===== src/rtl/quickq_pkg.sv =====
// Shared types and helpers for the QuickQ sorted-queue controller.
//   qq_state_t : controller FSM states
//   precedes() : ordering test between two keys (strict, so equal keys
//                keep insertion order)
package quickq_pkg;

  typedef enum logic [2:0] {
    IDLE,
    ENQ_READ,
    ENQ_CMP,
    ENQ_WRITE,
    DEQ_READ0,
    DEQ_OUT,
    DEQ_READ,
    DEQ_SHIFT
  } qq_state_t;

  // Callers zero-extend their KEY_W slice to this width.
  localparam int KEY_MAX_W = 64;

  function automatic logic precedes(input logic [KEY_MAX_W-1:0] a,
                                    input logic [KEY_MAX_W-1:0] b,
                                    input logic                 min_first);
    return min_first ? (a < b) : (a > b);
  endfunction

endpackage


===== src/rtl/quickq_ram.sv =====
// Entry storage for QuickQ: DEPTH x DATA_W, one synchronous read port
// (1-cycle latency) and one write port. A same-address read during a
// write returns the old contents. The array is not reset.
//   clk      : clock
//   rd_en    : read strobe, rd_addr sampled on the clock edge
//   rd_data  : registered read data
//   wr_en    : write strobe for wr_addr / wr_data
module quickq_ram #(
  parameter int DATA_W = 32,
  parameter int DEPTH  = 16,
  parameter int AW     = (DEPTH > 1) ? $clog2(DEPTH) : 1
) (
  input  logic              clk,
  input  logic              rd_en,
  input  logic [AW-1:0]     rd_addr,
  output logic [DATA_W-1:0] rd_data,
  input  logic              wr_en,
  input  logic [AW-1:0]     wr_addr,
  input  logic [DATA_W-1:0] wr_data
);

  logic [DATA_W-1:0] mem [DEPTH];

  always_ff @(posedge clk) begin
    if (wr_en) mem[wr_addr] <= wr_data;
    if (rd_en) rd_data <= mem[rd_addr];
  end

endmodule


===== src/rtl/quickq_sorted_ctrl.sv =====
// QuickQ sorted-queue controller. Keeps up to DEPTH entries ordered by key
// in a 1R1W RAM. Enqueue walks the stored entries doing an insertion sort
// (the held value swaps with every entry it precedes, the final held value
// lands at the tail); dequeue pops the head and shifts the rest down.
//   clk, rst        : clock, asynchronous active-low reset
//   flush           : synchronous clear, abandons any operation in flight
//   enq_valid/ready : enqueue handshake, enq_data is the entry to insert
//   enq_done        : pulse when the insertion has completed
//   deq_req/ready   : dequeue handshake
//   deq_valid       : pulse, deq_data holds the popped head (held after)
//   count/full/empty: occupancy, busy: controller not idle
module quickq_sorted_ctrl
  import quickq_pkg::*;
#(
  parameter int DATA_W    = 32,
  parameter int KEY_W     = 16,
  parameter int DEPTH     = 16,
  parameter int MIN_FIRST = 1,
  parameter int CNT_W     = $clog2(DEPTH + 1)
) (
  input  logic              clk,
  input  logic              rst,
  input  logic              flush,
  input  logic              enq_valid,
  input  logic [DATA_W-1:0] enq_data,
  output logic              enq_ready,
  input  logic              deq_req,
  output logic              deq_ready,
  output logic              deq_valid,
  output logic [DATA_W-1:0] deq_data,
  output logic              enq_done,
  output logic [CNT_W-1:0]  count,
  output logic              full,
  output logic              empty,
  output logic              busy
);

  localparam int               AW      = (DEPTH > 1) ? $clog2(DEPTH) : 1;
  localparam logic [CNT_W-1:0] ONE     = CNT_W'(1);
  localparam logic [CNT_W-1:0] DEPTH_C = CNT_W'(DEPTH);

  qq_state_t         state, state_d;
  logic [CNT_W-1:0]  idx, idx_nxt, idx_prv;
  logic [DATA_W-1:0] hold, rd_data, wr_data, data_q;
  logic [AW-1:0]     rd_addr, wr_addr;
  logic              rd_en, wr_en, win, enq_fire, deq_fire;

  assign full      = (count == DEPTH_C);
  assign empty     = (count == '0);
  assign busy      = (state != IDLE);
  assign enq_ready = (state == IDLE) && !full && !flush;
  assign enq_fire  = enq_valid && enq_ready;
  // enqueue wins a same-cycle race
  assign deq_ready = (state == IDLE) && !empty && !flush && !enq_fire;
  assign deq_fire  = deq_req && deq_ready;
  assign idx_nxt   = idx + ONE;
  assign idx_prv   = idx - ONE;
  assign win       = precedes(KEY_MAX_W'(hold[DATA_W-1 -: KEY_W]),
                              KEY_MAX_W'(rd_data[DATA_W-1 -: KEY_W]),
                              MIN_FIRST != 0);
  // head arrives from the RAM in DEQ_OUT; show it directly that cycle and
  // keep the registered copy afterwards
  assign deq_data  = deq_valid ? rd_data : data_q;

  quickq_ram #(.DATA_W(DATA_W), .DEPTH(DEPTH), .AW(AW)) u_ram (
    .clk    (clk),
    .rd_en  (rd_en),
    .rd_addr(rd_addr),
    .rd_data(rd_data),
    .wr_en  (wr_en),
    .wr_addr(wr_addr),
    .wr_data(wr_data)
  );

  always_ff @(posedge clk or negedge rst) begin
    if (!rst) state <= IDLE;
    else      state <= state_d;
  end

  always_comb begin
    state_d   = state;
    rd_en     = 1'b0;
    rd_addr   = idx[AW-1:0];
    wr_en     = 1'b0;
    wr_addr   = idx[AW-1:0];
    wr_data   = hold;
    enq_done  = 1'b0;
    deq_valid = 1'b0;
    case (state)
      IDLE: begin
        if (enq_fire)      state_d = empty ? ENQ_WRITE : ENQ_READ;
        else if (deq_fire) state_d = DEQ_READ0;
      end
      ENQ_READ: begin
        rd_en   = 1'b1;
        state_d = ENQ_CMP;
      end
      ENQ_CMP: begin
        wr_en   = win;
        state_d = (idx_nxt == count) ? ENQ_WRITE : ENQ_READ;
      end
      ENQ_WRITE: begin
        wr_en    = 1'b1;
        enq_done = 1'b1;
        state_d  = IDLE;
      end
      DEQ_READ0: begin
        rd_en   = 1'b1;
        rd_addr = '0;
        state_d = DEQ_OUT;
      end
      DEQ_OUT: begin
        deq_valid = 1'b1;
        state_d   = (count == ONE) ? IDLE : DEQ_READ;
      end
      DEQ_READ: begin
        rd_en   = 1'b1;
        state_d = DEQ_SHIFT;
      end
      DEQ_SHIFT: begin
        wr_en   = 1'b1;
        wr_addr = idx_prv[AW-1:0];
        wr_data = rd_data;
        state_d = (idx_nxt == count) ? IDLE : DEQ_READ;
      end
      default: state_d = IDLE;
    endcase
    if (flush) begin
      state_d   = IDLE;
      wr_en     = 1'b0;
      enq_done  = 1'b0;
      deq_valid = 1'b0;
    end
  end

  always_ff @(posedge clk or negedge rst) begin
    if (!rst) begin
      count  <= '0;
      idx    <= '0;
      hold   <= '0;
      data_q <= '0;
    end else if (flush) begin
      count <= '0;
      idx   <= '0;
    end else begin
      case (state)
        IDLE: if (enq_fire) begin
          hold <= enq_data;
          idx  <= '0;
        end
        ENQ_CMP: begin
          if (win) hold <= rd_data;
          idx <= idx_nxt;
        end
        ENQ_WRITE: count <= count + ONE;
        DEQ_OUT: begin
          data_q <= rd_data;
          if (count == ONE) count <= '0;
          else              idx   <= ONE;
        end
        DEQ_SHIFT: begin
          idx <= idx_nxt;
          if (idx_nxt == count) count <= count - ONE;
        end
        default: ;
      endcase
    end
  end

endmodule


===== config.mk =====
export PLATFORM = sky130hd
export DESIGN_NAME = quickq_sorted_ctrl
export DESIGN_NICKNAME = d
export VERILOG_FILES = /design/src/rtl/quickq_pkg.sv /design/src/rtl/quickq_ram.sv /design/src/rtl/quickq_sorted_ctrl.sv
export SDC_FILE = /design/constraint.sdc
export NUM_CORES = 1
export LEC_CHECK = 0
export CORE_MARGIN = 3
export CORE_UTILIZATION = 55
export CTS_CLUSTER_DIAMETER = 150
export DETAILED_ROUTE_END_ITERATION = 8
export DONT_BUFFER_PORTS = 1
export GPL_TIMING_DRIVEN = 0
export PLACE_DENSITY = 0.81
export SLEW_MARGIN = 0
export SYNTH_ARGS = -nofsm -noshare
export SYNTH_HDL_FRONTEND = slang
export SYNTH_SLANG_ARGS = --single-unit

===== constraint.sdc =====
create_clock -name clk -period 10 [get_ports clk]
set_input_delay 0.5 -clock clk [delete_from_list [all_inputs] [get_ports clk]]
set_output_delay 0.5 -clock clk [all_outputs]
set_load 0.1 [all_outputs]

==> results of run 1 <==
## stage by stage
step	instances	total power [mW]	cell area [um^2]	worst slack (ps)	util
after detailed placement	2621	5.46	28000	5650	0.597
after global placement	2582	5.35	27200	2030	0.578
after floorplan	1975	4.90	26400	4970	-
after global routing	2739	7.92	30000	5330	0.639
after CTS	2735	7.62	30000	5520	0.638
final	2739	7.66	30000	5460	0.639
## routing by layer
layer,up-vias,share of wire,global-route usage
met5,-,0,0
li1,7673,-,-
met1,8705,0.35,0.363
met4,0,0.043,0.121
met2,1318,0.48,0.472
met3,253,0.13,0.0746
## final timing paths
kind	start	to	slack, ps	cells after the start
worst max-delay path	idx[1]$_DFFE_PN0P_	u_ram.mem[6][18]$_DFFE_PP_	5460	10
worst min-delay path	flush	state[0]$_DFFE_PN0P_	90	2
worst max register to register	idx[1]$_DFFE_PN0P_	u_ram.mem[6][18]$_DFFE_PP_	5460	10
worst min register to register	hold[13]$_DFFE_PN0P_	hold[13]$_DFFE_PN0P_	490	1
max in group asynchronous	rst	hold[15]$_DFFE_PN0P_	9090	2
min in group asynchronous	rst	hold[24]$_DFFE_PN0P_	480	2
## flip-flops by register name (all words and copies together), names as in the netlist
register,cells
hold,32
count,5
u_ram.mem,512
data_q,32
state,3
idx,5
u_ram.rd_data,32
## synthesized netlist by cell type, drive strengths merged, types with 5 or more instances
master  instances  area [um^2]
edfxtp        544        16300
nand2         290         1090
a21oi         236         1180
o21ai         162          811
mux2           97         1090
mux2i          96          961
dfrtp          77         1930
clkbuf         71          267
buf            70          364
and3           66          413
o22ai          35          225
o211ai         32          240
o221ai         32          280
inv            25         93.8
nor2           23         86.3
ha             21          263
a211oi         15          118
nor3            9         45.0
a221oi          8         82.6
nand3           6         30.0
nand2b          5         31.3
## report_power, final
group	internal [mW]	switching (mW)
sequential	3.38	0.120
combinational	0.420	1.56
clock	1.21	0.972
## logic make-up (layout without fill, tap and decap cells)
| kind of cell | count (synthesis) | after routing | share of synthesized area |
|---|---|---|---|
| buffers and inverters | 167 | 324 | 0.0276 |
| XOR/XNOR | 10 | 10 | 0.00436 |
| AND/OR/NAND/NOR | 419 | 419 | 0.0697 |
| flip-flops | 621 | 621 | 0.692 |
| AO/OA/AOI/OAI | 544 | 544 | 0.119 |
| adder cells (fa/ha/maj) | 21 | 21 | 0.00995 |
| multiplexers | 193 | 193 | 0.0778 |
## layout make-up
type / count / area, um^2
tap: 607 / 759
sequential: 621 / 18300
buffer: 141 / 631
multi-input combinational: 1187 / 7640
inverter: 26 / 97.6
clock inverter: 40 / 288
timing repair buffer: 45 / 719
clock buffer: 72 / 1590
fill: 3181 / 17000
## critical path: cells and delay by family (launching register included)
kind	cells	cell delay [ps]
buffers and inverters	6	1940
and+or+nand+nor	2	770
AOI/OAI and AO/OA	1	770
DFF	1	380
adders and majority gates	1	360
==> metrics.md, run 1 <==
| Metric | Value |
|---|---|
| Synthesis-stage register bit count | 621 |
| Largest net degree at the start of global routing | 78 |
| Clk pin slew, worst setup/hold paths | 60 ps |
| Cells after Synth | around 2000 |
| Final Max Slew Viols | 0 |
| FFs w/ async S/R, synth | 0.124 |
| # DRC | 0 |
| CTS hold repair buffers | 2 |
| CORE AREA | about 0.047 mm^2 |
| Vias in the first global route | 18064 |
| Post-synthesis net count | 2033 |
| Slowest cell on crit path | a221oi_4 |
| CTS Buf Count | 60 |
| Initial Util | 0.562 |
| Root Buffer | clkbuf_16 |
| Crit path kind | reg -> reg |
| Post-CTS Setup Repair Bufs | 0 |
| Status | finished, final reports clean |
| Least-Margin Pin Slew | 1260 ps |
| Final setup TNS | 0 ps |
| GRT Util Overall | 0.286 |
| Die Width | 225 um |
| Critical Path RT | a little over 10000 ps |
| Most common cell after layout, fill and taps aside | edfxtp_1 |
| Worst stage delay on the critical path | a little under 800 ps |
| Period utilization | 0.454 |
| Syn_area_per_cell | roughly 13 um^2 |
| Sequential share of the synthesized area | 0.692 |
| Grt ovf | 0 |
| Critical Path, Cell by Cell | buf_2 > inv_1 > clkbuf_1 > clkbuf_1 > ha_1 > nand2_1 > or3b_2 > a221oi_4 > buf_16 > buf_8 |
| Vias per cell | 6.55 |
| Critical Path Start Type | flip-flop |
| DR iter-0 viols | 2494 |
| Via count | 17949 |
| Clock tree sinks | 621 |
| Most frequent cells in the layout | edfxtp_1, nand2_1, a21oi_1, o21ai_0, mux2i_1 |
| Post-CTS Resized | 0 |
| Post-route ant nets | 0 |
| Achievable Freq | 220 MHz |
| WP data arrival | 4870 ps |
| Synth Cell Area | 0.0264 mm^2 |
| Setup violators final | 0 |
| GP Congestion | 0.907 |
| Main synth FF type | edfxtp_1 |
| Layout net count | ~2100 |
| Number of flops mapped to enable cells by yosys | 544 |
| DIE AREA | 0.0507 mm^2 |
| WL/cell | 26.6 um |
| Initial antenna violation count | 0 |
| # rows | 79 |
| CP dominant cell by count | clkbuf_1 |
| Hold Vio Cnt, Final | 0 |
| Max Cap Viol | 0 |
| Maximum fanout along the worst path | 13 |
| Min-delay worst type | in -> reg |
| Clock Skew | about 18 ps |
| Rel. slew slack | 0.156 |
| RSZ-0062 raised after global routing | false |
| Clock latency on the worst-skew pair | 620 ps |
| Pwr/cell area | 256 mW/mm^2 |
| Boundary Pins | 81 |
| PortBufs | 0 |
| Die height | 225 um |
| Leak | about 10 nW |
| Layout cells sized above 1 | 0.133 |
| Antenna Diode Count | 0 |
| Post-detail-place hpwl | 48300 um |
| Final min period | 4540 ps |
| Number of detailed-routing iterations run before antenna repair | 5 |
| Layout area overhead | 13.6% |
| Synth Warn # | 0 |
| Routed WL | 72800 um |
| Synth cell types | 60 |
| Hold_ws | 90.7 ps |
| First-pass GRT wire length | approximately 110000 um |
| VDD IR max | 222 uV |
| Setup crit end kind | flip-flop |
| H-tree Lvls | 2 |
| CTS max path bufs | 3 |
| CTS tree | yes |
(Power assumes the default switching activity.)
==> inputs of run 2 (changes only) <==
==> constraint.sdc (replaced) <==
create_clock -name clk -period 4.2 [get_ports clk]
set_input_delay 0.21 -clock clk [delete_from_list [all_inputs] [get_ports clk]]
set_output_delay 0.21 -clock clk [all_outputs]
set_load 0.1 [all_outputs]
==> run 2 against run 1 <==
Total power up 140%. Highest routed layer unchanged. Clock power rose to 2.5 times the previous value. Final cell count up 1.4%. Register-to-register slack worse by 5300 ps. Via count up 1.1%.
==> metrics.md, run 2 (synthesized netlist as in run 1, its figures left out) <==
| Metric | Value |
|---|---|
| GRT Util Overall | 0.288 |
| WP data arrival | 4390 ps |
| Multi-input gate area in the final layout | 0.00764 mm^2 |
| Crit path kind | reg -> reg |
| Clock latency on the worst-skew pair | ~650 ps |
| Critical Path RT | roughly 4500 ps |
| Most common cell after layout, fill and taps aside | edfxtp_1 |
| Layout fillers | 3126 |
| First-pass GRT wire length | roughly 110000 um |
| Via count | 18153 |
| Layout cells sized above 1 | 0.133 |
| Status | finished, final reports clean |
| Number of detailed-routing iterations run before antenna repair | 6 |
| CTS tree | yes |
| Initial Util | 0.562 |
| Critical Path Start Type | flip-flop |
| Most frequent cells in the layout | edfxtp_1, nand2_1, a21oi_1, o21ai_0, mux2i_1 |
| Largest net degree at the start of global routing | just under 80 |
| Max Cap Viol | 0 |
| Min-delay worst type | in -> async |
| Final Max Slew Viols | 0 |
| Setup crit end kind | flip-flop |
| # rows | 79 |
| Routed WL | 73500 um |
| Layout area overhead | 16.0% |
| Utilization after layout | 0.652 |
| GP Congestion | 0.894 |
| # DRC | 0 |
| Routing usage on met3 | 0.0643 |
| Leak | 10.6 nW |
| Worst stage delay on the critical path | between 600 and 700 ps |
| Achievable Freq | roughly 250 MHz |
| PortBufs | 0 |
| Vias per cell | 6.54 |
| Layout net count | 2177 |
| WL/cell | ~26 um |
| Worst path bufs/invs | 4 |
| Post-route ant nets | 0 |
| Initial antenna violation count | 1 |
| Hold_ws | between 100 and 150 ps |
| Period utilization | 0.970 |
| Setup violators final | 0 |
| Global route hottest layer | met2 |
| Number of flip-flops under the largest register name | 512 |
| Die height | around 230 um |
| Vias in the first global route | 18398 |
| Rel. slew slack | 0.172 |
| Clock tree sinks | 621 |
| Critical Path, Cell by Cell | buf_2 > clkinvlp_4 > clkbuf_1 > ha_1 > o41ai_1 > o21ai_0 > nor2_1 > a31oi_1 > a211oi_4 > buf_8 |
| Met1 Usage GRT | 0.372 |
| Antenna Diode Count | 0 |
| Hold Vio Cnt, Final | 0 |
| Least-Margin Pin Slew | around 1200 ps |
| CTS max path bufs | 3 |
| DIE AREA | 0.0507 mm^2 |
| DP Area | 0.0282 mm^2 |
| Post-detail-place hpwl | 48600 um |
| Final setup TNS | 0 ps |
| Final min period | approximately 4100 ps |
| Root Buffer | clkbuf_16 |
| Post-CTS Setup Repair Bufs | 0 |
| Die Width | 225 um |
| Slowest cell on crit path | a211oi_4 |
| Maximum fanout along the worst path | 15 |
| Final instance area | 0.0306 mm^2 |
| Grt ovf | 0 |
| Boundary Pins | 81 |
| Crit path max-delay family | buffers and inverters |
| VDD IR max | 686 uV |
| Pwr/cell area | 610 mW/mm^2 |
| FF/Latch Area | 0.0183 mm^2 |
| CTS Buf Count | 60 |
| CORE AREA | 0.0470 mm^2 |
| DR iter-0 viols | ~2800 |
| Reg with most FFs | u_ram.mem |
| H-tree Lvls | 2 |
| Global routing usage on met2 | 0.473 |
| Clock Skew | approximately 32 ps |
| Clk pin slew, worst setup/hold paths | 60 ps |
[run 2: where the power goes]
group | switching (mW) | internal [mW] | leakage (nW)
Clock | 2.32 | 3.22 | 0.985
Combinational | 3.77 | 1.03 | 3.75
Sequential | 0.292 | 8.04 | 5.86
[run 2: area by class of cell]
| class | instances | area share |
|---|---|---|
| Clock inverter | 38 | 0.0132 |
| Tap cell | 607 | 0.0248 |
| Buffer | 140 | 0.0205 |
| Multi-Input combinational cell | 1187 | 0.250 |
| Clock buffer | 74 | 0.0528 |
| Timing Repair Buffer | 83 | 0.0394 |
| Inverter | 26 | 0.00331 |
| Sequential cell | 621 | 0.596 |
[run 2: repair_timing]
action                                  4_1_cts  5_1_grt
pin swaps                                     0        1
hold buffers                                 40        0
hold endpoints to repair                    114        0
endpoints found under the setup margin       85       65
gates resized for setup                       1        2
[run 2: final timing paths]
kind / startpoint / end / slack, ps / cells past startpoint
worst max-delay path: idx[1]$_DFFE_PN0P_ / u_ram.mem[1][15]$_DFFE_PP_ / 120 / 10
worst min-delay path: rst / data_q[25]$_DFFE_PN0P_ / 130 / 2
worst max register to register: idx[1]$_DFFE_PN0P_ / u_ram.mem[1][15]$_DFFE_PP_ / 120 / 10
worst min register to register: hold[8]$_DFFE_PN0P_ / hold[8]$_DFFE_PN0P_ / 490 / 1
max in group asynchronous: rst / data_q[2]$_DFFE_PN0P_ / 3650 / 2
min in group clk: enq_valid / idx[4]$_DFFE_PN0P_ / 220 / 5
[run 2: metal layers]
layer / vias up / routed length, um
met5: - / 0
met3: 251 / 8760
met1: 8824 / 26300
met2: 1336 / 35300
li1: 7742 / -
met4: 0 / 3060
[run 2: stage by stage]
stage | setup WS, ps | std cells | power, mW
2_1_floorplan | -829 | 1975 | 11.7
3_3_place_gp | -3690 | 2582 | 12.7
3_5_place_dp | -61.7 | 2623 | 13.0
4_1_cts | 8.54 | 2774 | 18.6
5_1_grt | -6.09 | 2776 | 19.3
6_report | 124 | 2776 | 18.7
